File: src/rtl/imem_pkg.sv
// Shared definitions for the instruction-memory boot loader.
// Holds the loader state encoding, the default writable memory size and
// the NOP instruction word reserved for gating instruction fetch.
package imem_pkg;

  typedef enum logic [1:0] {
    IDLE  = 2'd0,
    LOAD  = 2'd1,
    DRAIN = 2'd2,
    HOLD  = 2'd3
  } state_e;

  localparam int          MEM_BYTES_DEF = 1024;
  localparam logic [31:0] NOP_WORD      = 32'h0000_0013;

endpackage

File: src/rtl/imem_boot_loader_if.sv
// Byte-stream input and byte-wide memory write port of the boot loader.
// master drives the stream and observes the write port; slave is the loader.
interface imem_boot_loader_if #(
  parameter int AW = 32
);

  logic          s_valid;
  logic [7:0]    s_data;
  logic          s_ready;
  logic          mem_we;
  logic [AW-1:0] mem_addr;
  logic [7:0]    mem_wdata;

  modport master (
    output s_valid, s_data,
    input  s_ready,
    input  mem_we, mem_addr, mem_wdata
  );

  modport slave (
    input  s_valid, s_data,
    output s_ready,
    output mem_we, mem_addr, mem_wdata
  );

endinterface

File: src/rtl/imem_load_validate.sv
// Combinational check of a load request: nonzero length, word-aligned base
// and length, and the whole image inside the writable memory window.
// The end address is formed one bit wider so base+length cannot wrap.
module imem_load_validate #(
  parameter int AW        = 32,
  parameter int MEM_BYTES = 1024
) (
  input  logic [AW-1:0] base_addr_i,
  input  logic [AW-1:0] length_i,
  output logic          req_ok_o
);

  logic [AW:0] end_addr;

  assign end_addr = {1'b0, base_addr_i} + {1'b0, length_i};

  assign req_ok_o = (length_i != '0)
                 && (base_addr_i[1:0] == 2'b00)
                 && (length_i[1:0] == 2'b00)
                 && (end_addr <= (AW+1)'(MEM_BYTES));

endmodule

File: src/rtl/imem_boot_loader.sv
// Boot loader: streams bytes into instruction memory, then releases the core.
// Latency: each accepted byte is written one cycle later; core reset is
// released RST_HOLD cycles after the final write. s_ready is high only in LOAD.
module imem_boot_loader
  import imem_pkg::*;
#(
  parameter int AW        = 32,
  parameter int MEM_BYTES = MEM_BYTES_DEF,
  parameter int RST_HOLD  = 4
) (
  input  logic                clk,
  input  logic                rst_n,
  input  logic                start,
  input  logic                abort,
  input  logic [AW-1:0]       base_addr,
  input  logic [AW-1:0]       length,
  imem_boot_loader_if.slave   bus,
  output logic                cpu_rst_n,
  output logic                busy,
  output logic                done,
  output logic                error,
  output logic [7:0]          checksum
);

  state_e        state_q, state_d;
  logic [AW-1:0] base_q, base_d;
  logic [AW-1:0] len_q, len_d;
  logic [AW-1:0] count_q, count_d;
  logic [7:0]    csum_q, csum_d;
  logic [7:0]    hold_q, hold_d;
  logic          we_q, we_d;
  logic [AW-1:0] addr_q, addr_d;
  logic [7:0]    wdata_q, wdata_d;
  logic          cpu_rst_n_q, cpu_rst_n_d;
  logic          done_q, done_d;
  logic          error_q, error_d;

  logic req_ok;
  logic accept;

  imem_load_validate #(
    .AW        (AW),
    .MEM_BYTES (MEM_BYTES)
  ) u_validate (
    .base_addr_i (base_addr),
    .length_i    (length),
    .req_ok_o    (req_ok)
  );

  assign bus.s_ready   = (state_q == LOAD);
  assign bus.mem_we    = we_q;
  assign bus.mem_addr  = addr_q;
  assign bus.mem_wdata = wdata_q;
  assign cpu_rst_n     = cpu_rst_n_q;
  assign busy          = (state_q != IDLE);
  assign done          = done_q;
  assign error         = error_q;
  assign checksum      = csum_q;

  // abort in the same cycle as a handshake discards the byte
  assign accept = bus.s_valid && (state_q == LOAD) && !abort;

  // next-state, counters and the registered write strobe
  always_comb begin
    state_d     = state_q;
    base_d      = base_q;
    len_d       = len_q;
    count_d     = count_q;
    csum_d      = csum_q;
    hold_d      = hold_q;
    we_d        = 1'b0;
    addr_d      = addr_q;
    wdata_d     = wdata_q;
    cpu_rst_n_d = cpu_rst_n_q;
    done_d      = done_q;
    error_d     = error_q;

    case (state_q)
      IDLE: begin
        if (start) begin
          if (req_ok) begin
            state_d     = LOAD;
            base_d      = base_addr;
            len_d       = length;
            count_d     = '0;
            csum_d      = '0;
            done_d      = 1'b0;
            error_d     = 1'b0;
            cpu_rst_n_d = 1'b0;
          end else begin
            error_d = 1'b1;
            done_d  = 1'b0;
          end
        end
      end
      LOAD: begin
        if (abort) begin
          state_d     = IDLE;
          error_d     = 1'b1;
          done_d      = 1'b0;
          cpu_rst_n_d = 1'b0;
        end else if (accept) begin
          we_d    = 1'b1;
          addr_d  = base_q + count_q;
          wdata_d = bus.s_data;
          csum_d  = csum_q + bus.s_data;
          count_d = count_q + AW'(1);
          if (count_q == len_q - AW'(1)) begin
            state_d = DRAIN;
          end
        end
      end
      DRAIN: begin
        // the final write is already registered and completes regardless
        if (abort) begin
          state_d     = IDLE;
          error_d     = 1'b1;
          done_d      = 1'b0;
          cpu_rst_n_d = 1'b0;
        end else begin
          hold_d  = 8'(RST_HOLD);
          state_d = HOLD;
        end
      end
      HOLD: begin
        if (abort) begin
          state_d     = IDLE;
          error_d     = 1'b1;
          done_d      = 1'b0;
          cpu_rst_n_d = 1'b0;
        end else begin
          hold_d = hold_q - 8'd1;
          if (hold_q == 8'd1) begin
            state_d     = IDLE;
            cpu_rst_n_d = 1'b1;
            done_d      = 1'b1;
          end
        end
      end
      default: state_d = IDLE;
    endcase
  end

  // state and datapath registers with synchronous active-low reset
  always_ff @(posedge clk) begin
    if (!rst_n) begin
      state_q     <= IDLE;
      base_q      <= '0;
      len_q       <= '0;
      count_q     <= '0;
      csum_q      <= '0;
      hold_q      <= '0;
      we_q        <= 1'b0;
      addr_q      <= '0;
      wdata_q     <= '0;
      cpu_rst_n_q <= 1'b0;
      done_q      <= 1'b0;
      error_q     <= 1'b0;
    end else begin
      state_q     <= state_d;
      base_q      <= base_d;
      len_q       <= len_d;
      count_q     <= count_d;
      csum_q      <= csum_d;
      hold_q      <= hold_d;
      we_q        <= we_d;
      addr_q      <= addr_d;
      wdata_q     <= wdata_d;
      cpu_rst_n_q <= cpu_rst_n_d;
      done_q      <= done_d;
      error_q     <= error_d;
    end
  end

endmodule

File: src/flat_wrapper.sv
// flat-port wrapper written by rule: the top's interface ports become plain ports
module imem_boot_loader_flat import imem_pkg::*;
#(
  parameter int AW        = 32,
  parameter int MEM_BYTES = MEM_BYTES_DEF,
  parameter int RST_HOLD  = 4
)
  (clk, rst_n, start, abort, base_addr, length, cpu_rst_n, busy, done, error, checksum, bus_s_valid, bus_s_data, bus_s_ready, bus_mem_we, bus_mem_addr, bus_mem_wdata);
  imem_boot_loader_if #(.AW(AW)) bus_i ();
  input  logic clk;
  input  logic rst_n;
  input  logic start;
  input  logic abort;
  input  logic [AW-1:0] base_addr;
  input  logic [AW-1:0] length;
  output logic cpu_rst_n;
  output logic busy;
  output logic done;
  output logic error;
  output logic [7:0] checksum;
  input wire logic [$bits(bus_i.s_valid)-1:0] bus_s_valid;
  input wire logic [$bits(bus_i.s_data)-1:0] bus_s_data;
  output wire logic [$bits(bus_i.s_ready)-1:0] bus_s_ready;
  output wire logic [$bits(bus_i.mem_we)-1:0] bus_mem_we;
  output wire logic [$bits(bus_i.mem_addr)-1:0] bus_mem_addr;
  output wire logic [$bits(bus_i.mem_wdata)-1:0] bus_mem_wdata;
  assign bus_i.s_valid = bus_s_valid;
  assign bus_i.s_data = bus_s_data;
  assign bus_s_ready = bus_i.s_ready;
  assign bus_mem_we = bus_i.mem_we;
  assign bus_mem_addr = bus_i.mem_addr;
  assign bus_mem_wdata = bus_i.mem_wdata;
  imem_boot_loader #(.AW(AW), .MEM_BYTES(MEM_BYTES), .RST_HOLD(RST_HOLD)) u_core (.clk(clk), .rst_n(rst_n), .start(start), .abort(abort), .base_addr(base_addr), .length(length), .bus(bus_i), .cpu_rst_n(cpu_rst_n), .busy(busy), .done(done), .error(error), .checksum(checksum));
endmodule
File: config.mk
export PLATFORM = sky130hd
export DESIGN_NAME = imem_boot_loader_flat
export DESIGN_NICKNAME = d
export VERILOG_FILES = /design/src/rtl/imem_pkg.sv /design/src/rtl/imem_boot_loader_if.sv /design/src/rtl/imem_load_validate.sv /design/src/rtl/imem_boot_loader.sv /design/src/flat_wrapper.sv
export SDC_FILE = /design/constraint.sdc
export NUM_CORES = 1
export LEC_CHECK = 0
export ABC_AREA = 1
export BUFFER_PORTS_ARGS = -buffer_cell sky130_fd_sc_hd__buf_2
export CELL_PAD_IN_SITES_DETAIL_PLACEMENT = 1
export CELL_PAD_IN_SITES_GLOBAL_PLACEMENT = 1
export CORE_UTILIZATION = 42
export DETAILED_ROUTE_END_ITERATION = 10
export HOLD_SLACK_MARGIN = 0.06
export PLACE_DENSITY_LB_ADDON = 0.15
export SLEW_MARGIN = 20
export SYNTH_ARGS = -nofsm -noshare
export SYNTH_HDL_FRONTEND = slang
export SYNTH_SLANG_ARGS = --single-unit
File: constraint.sdc
create_clock -name clk -period 3.5 [get_ports clk]
set_input_delay 0.35 -clock clk [delete_from_list [all_inputs] [get_ports clk]]
set_output_delay 0.35 -clock clk [all_outputs]
set_load 0.02 [all_outputs]
Word level (Yosys, flattened, before mapping)
Index checks and enable logic that the tools add are counted.
{ "totals": {"out_inout_bits": 54, "reg_bits": 158, "input_bits": 77} }
{ "op_classes": {"magnitude_cmp": 1, "eq_ne": 16, "reduce_logical": 24, "n_addsub": 6, "bitwise": 3, "muxes": 35} }
{ "ops": {"columns": ["operator", "count"], "rows": [
  ["32-bit 2-to-1 mux", 4],
  ["32-bit case mux with 2 select lines", 1],
  ["8-bit 2-to-1 mux", 6],
  ["32-bit by 32-bit adder with 33-bit output", 1],
  ["33-bit by 11-bit <= comparator with 1-bit output (second input constant)", 1],
  ["32-bit by 1-bit adder with 32-bit output (second input constant)", 1],
  ["32-bit adder", 1],
  ["32-bit equality test", 1],
  ["8-bit case mux with 2 select lines", 2],
  ["32-bit nonzero test", 1],
  ["32-bit by 1-bit subtractor with 32-bit output (second input constant)", 1],
  ["2-bit 2-to-1 mux", 8],
  ["3-bit AND reduction", 4],
  ["1-bit 2-to-1 mux", 10],
  ["5-bit AND reduction", 2],
  ["3-bit by 2-bit inequality test with 1-bit output (second input constant)", 3],
  ["8-bit adder", 1],
  ["8-bit by 1-bit equality test with 1-bit output (second input constant)", 1],
  ["2-bit by 1-bit inequality test with 1-bit output (second input constant)", 4],
  ["2-bit inequality test (second input constant)", 4],
  ["2-bit case mux with 4 select lines", 1],
  ["8-bit by 1-bit subtractor with 8-bit output (second input constant)", 1],
  ["2-bit logical NOT", 3],
  ["1-bit case mux with 3 select lines", 2],
  ["11 further kinds", 21]
]} }

Logic depth before layout (Yosys ltp)
{ "logic_depth": {"word_depth": 7, "mapped_depth": 22} }

By module
A second synthesis with hierarchy kept.
{ "hier_totals": {"hier_cells": 1992, "hier_area_um2": 12223.0} }
{ "by_module_without_submodules": {"columns": ["mod", "cells_per_inst", "instances", "area_each_um2"], "rows": [
  ["imem_boot_loader", 1473, 1, 9694.3],
  ["imem_load_validate", 519, 1, 2528.7]
]} }

Worst setup path after synthesis
No wires, ideal clock.
{ "synth_timing": {"kind": "in2reg", "from": "input base_addr[0]", "to": "register u_core.base_q[31]", "cell_stages": 17, "arrival_time_ps": 2655, "n_path_buf": 2, "setup_slack_ps": 732, "setup_ps": 113, "path_cell_list": "ha_1 -> fa_1 -> or2_2 -> nor2_1 -> nand3_1 -> nor2_1 -> nand2_1 -> nor2_1 -> nand3b_1 -> nand2_1 -> nand3_1 -> nor3_1 -> nand4_2 -> buf_6 -> buf_6 -> nor2_1 -> nor2_1"} }
{ "synth_via": {"elab_chain_cells": 5, "elab_cells_between_ends": 7, "cone_classes": "1 x add/sub; 1 x order compare; 5 x reduce/logical"} }
{ "synth_rtl": {"columns": ["item", "line_no", "source"], "rows": [
  ["from (decl)", "flat_wrapper.sv:14", "input logic [AW-1:0] base_addr;"],
  ["branches (longest 3 deep; another with 32-bit by 32-bit adder with 33-bit output)", null, null],
  ["1-bit logical AND (*)", "imem_load_validate.sv:20", "&& (end_addr <= (AW+1)'(MEM_BYTES));"],
  ["3-bit AND reduction (no source line) (*)", null, null],
  ["to (signal assigned)", "imem_boot_loader.sv:161", "base_q <= base_d;"],
  ["to (decl)", "imem_boot_loader.sv:26", "logic [AW-1:0] base_q, base_d;"]
]} }
Mark *: on every way between the ends.
A chain may end at the register's enable or synchronous reset.

Worst setup path after layout
{ "layout_timing": {"from": "input base_addr[0]", "to": "register u_core.csum_q[6], in the netlist u_core.checksum[6]"} }
{ "layout_via": {"elab_chain_cells": 6, "elab_cells_between_ends": 8, "cone_classes": "1 x add/sub; 1 x order compare; 1 x eq/ne; 5 x reduce/logical"} }
{ "layout_rtl": {"columns": ["item", "line_no", "source"], "rows": [
  ["branches (longest 3 deep; another with 32-bit by 32-bit adder with 33-bit output)", null, null],
  ["1-bit logical AND (*)", "imem_load_validate.sv:20", null],
  ["2-bit by 1-bit inequality test with 1-bit output (no source line) (*)", null, null],
  ["5-bit AND reduction (no source line) (*)", null, null],
  ["to (signal assigned)", "imem_boot_loader.sv:164", "csum_q <= csum_d;"],
  ["to (decl)", "imem_boot_loader.sv:29", "logic [7:0] csum_q, csum_d;"]
]} }
Marks and branches as above.

==> reports/metrics.yaml <==
route:
  first_pass_iters: 5
  post_drt_wl_per_cell_um: 17.59
  wirelength_mm: 50.22
  detail-route-antenna-nets: 0
  num_vias: 15070
  route.detailed.drc: 0
  post_drt_via_cell_ratio: 5.277
  drtIter0Drc: 864
cts:
  cts_tree: "yes"
  post_cts_resized: 0
  insertion_delay_ps: 450
  holdBufCountCts: 0
  ctsHtreeMaxLevel: 4
  cts-root-buf: "clkbuf_16"
  postCtsSetupBuffers: 0
  clock_path_buffers: 2
  cts-buffers-inserted: 17
  clk_pin_slew_ps: 60
  clock-sinks: 158
worst_setup_path:
  worstPathRequired_ps: 3880
  crit_path_start_kind: "input port"
  crit_end: "u_core.checksum[6]"
  worstSetupPathType: "in2reg"
  reg2reg_from: "u_core.count_q[0]"
  crit_fanout: 26
  timing.rr.end: "u_core.bus.mem_addr[24]"
  critPathCaptureType: "flip-flop"
  r2r_cells: 17
  cp.arrival_ps: 3540
  reg2reg_slack_ps: 460
  startpoint: "base_addr[0]"
die:
  io_pins: 131
  start_util_pct: 43.21
  die_h_um: 180.3
  row_count: 64
  die_area_mm2: 0.03252
  core_mm2: 0.03091
  dieWidth_um: 180.3
power_and_ir_drop:
  peakVddDrop_uv: 402.5
  leakagePower_nw: 8.418
  p_per_area_mw_per_mm2: 509.4
  fin_total_pwr_mw: 7.704
global_route:
  grt_pass1_wl_mm: 80.04
  grt_pass1_vias: 15170
  grt-ovfl-total: 0
  antenna_found_initial: 0
  grt_use_total_pct: 31.21
  grt_start_max_net_pins: 88
sta:
  setup_viol: 0
  rsz0062_at_grt: "false"
  slew_headroom_pct: 35.23
  setup_ws_ps: 338.0
  skew_ps: 9.033
  hold_viol: 0
  min_period_over_period_pct: 90.34
  worst_pin_slew_ps: 970.4
  finalCriticalPeriod_ps: 3162
  drv_slew: 0
  fmax_mhz: 316.3
synthesis:
  ys_warn_count: 0
  yosysTopAreaCellShare_pct: 23.68
  synth_cell_types: 42
  synth_fp_nets: 2489
  synth_area_leaders: "dfxtp_1 24%, nand2_1 18%, nor2_1 13%"
  avgSynthCellArea_um2: 5.732
  synthMostInstantiatedCell: "nand2_1"
  synth_top_area_cell: "dfxtp_1"
  synth_edf_count: 0
  synth_area_mm2: 0.01336
  ys_seq_elements: 158
  synth.top_cells.by_count: "639 x nand2_1, 465 x nor2_1, 350 x inv_1"
  seq_area_frac_synth_pct: 23.68
  syn_inst: 2330
  synthArstFlopShare_pct: 0
  ys.flop_type: "dfxtp_1"
hold_path:
  hold_class: "in2reg"
final_layout:
  seqCellArea_mm2: 0.003163
  multiInputGateArea_mm2: 0.008581
  antenna_cells: 0
  fillCellCount: 4507
  stdcell_area_mm2: 0.01512
  nNetsFinal: 2608
  areaGrowthSynthToFinish_pct: 13.24
  final_layout_size_suffix_gt1_share_pct: 8.659
placement:
  gp_congestion: 0.9651
  hpwlAfterDp_mm: 40.88
  dpl_cell_area_mm2: 0.01450
  portBuffers: 130
  place_ws_ps: -41.53
job:
  max-cap-violations: 0
status:
  status: "finished clean"
metal layers:
| layer | global-route usage [%] | share of wire [%] |
|---|---|---|
| met1 | 39.81 | 46 |
| met2 | 53.84 | 47 |
| met3 | 3.375 | 3.2 |
| met4 | 12.00 | 3.5 |
| met5 | 0 | 0 |
cell usage in the layout (no fill, tap or decap), drive strengths merged, types with 4 or more instances in the layout:
cell and n:
nor3 31, o21ai 83, ha 79, and2 4, bufinv 4, nor2 466
nand3b 10, o21bai 6, xor2 49, nor4 9, o221ai 5, nand2 643
clkbuf 18, nand3 160, xnor2 22, dfxtp 158, nand4 29, or2 9
inv 357, a31oi 14, a21o 8, a21oi 109, buf 161
worst min path at each step:
stage | start | end | slack, ps | cells after the start
finish | base_addr[5] | u_core.base_q[5] | 150 | 3
global route | base_addr[29] | u_core.base_q[29] | 140 | 3
CTS | base_addr[29] | u_core.base_q[29] | 140 | 3
detailed placement | u_core.done | u_core.done | 440 | 2
global placement | u_core.done | u_core.done | 440 | 2
floorplan | u_core.base_q[0] | u_core.base_q[0] | 440 | 2
logic make-up after synthesis:
logic type                 Yosys count  share of synthesized area [%]
and+or+nand+nor                   1364                          41.68
buffers and inverters              414                          12.22
AOI/OAI and AO/OA                  241                          9.912
DFF                                158                          23.68
adders and majority gates           82                          7.851
xor gates and xnor gates            71                          4.656
registers in the layout, summed over array words and instances, names as in the netlist:
register and flops:
u_core.base_q 32, u_core.bus.mem_wdata 8, u_core.cpu_rst_n 1, u_core.checksum 8, u_core.state_q 2, u_core.bus.mem_we 1
u_core.done 1, u_core.len_q 32, u_core.bus.mem_addr 32, u_core.hold_q 8, u_core.error 1, u_core.count_q 32
worst max-delay path, stage by stage:
cell     delay, ps
buf_2          140
ha_1           230
fa_1           420
or2_2          290
nor2_1         150
nand2_1         70
nor2_1          80
nand2_1         60
nor2_1         110
nand3_1         80
nor2_1         140
nand3_1         90
a21oi_1        260
nand3_1        290
nand2_2        240
nand2_4        200
nand2_1        130
nand2_1         60
nor2_1         130
layout make-up:
type	count	area share (%)
clock buffer	18	2.904
inverter	353	8.761
tap	396	3.276
timing repair buffer	161	6.188
multi-input combinational	1758	56.74
clock inverter	12	1.216
sequential	158	20.91
report_power, final:
group,internal (mW),switching [mW]
logic,1.06,2.11
clock network,1.21,0.834
registers,2.03,0.451
total,4.31,3.40
per-stage QoR:
step                TNS [ps]  cells  utilization [%]  hold WS, ps
detailed placement    -312.8   2826            46.91        444.2
global route               0   2856            48.93        144.9
floorplan                  0   2330                -        436.0
CTS                        0   2856            48.93        138.7
finish                     0   2856            48.93        155.0
global placement           0   2826            46.91        437.7
(Power assumes the default switching activity.)
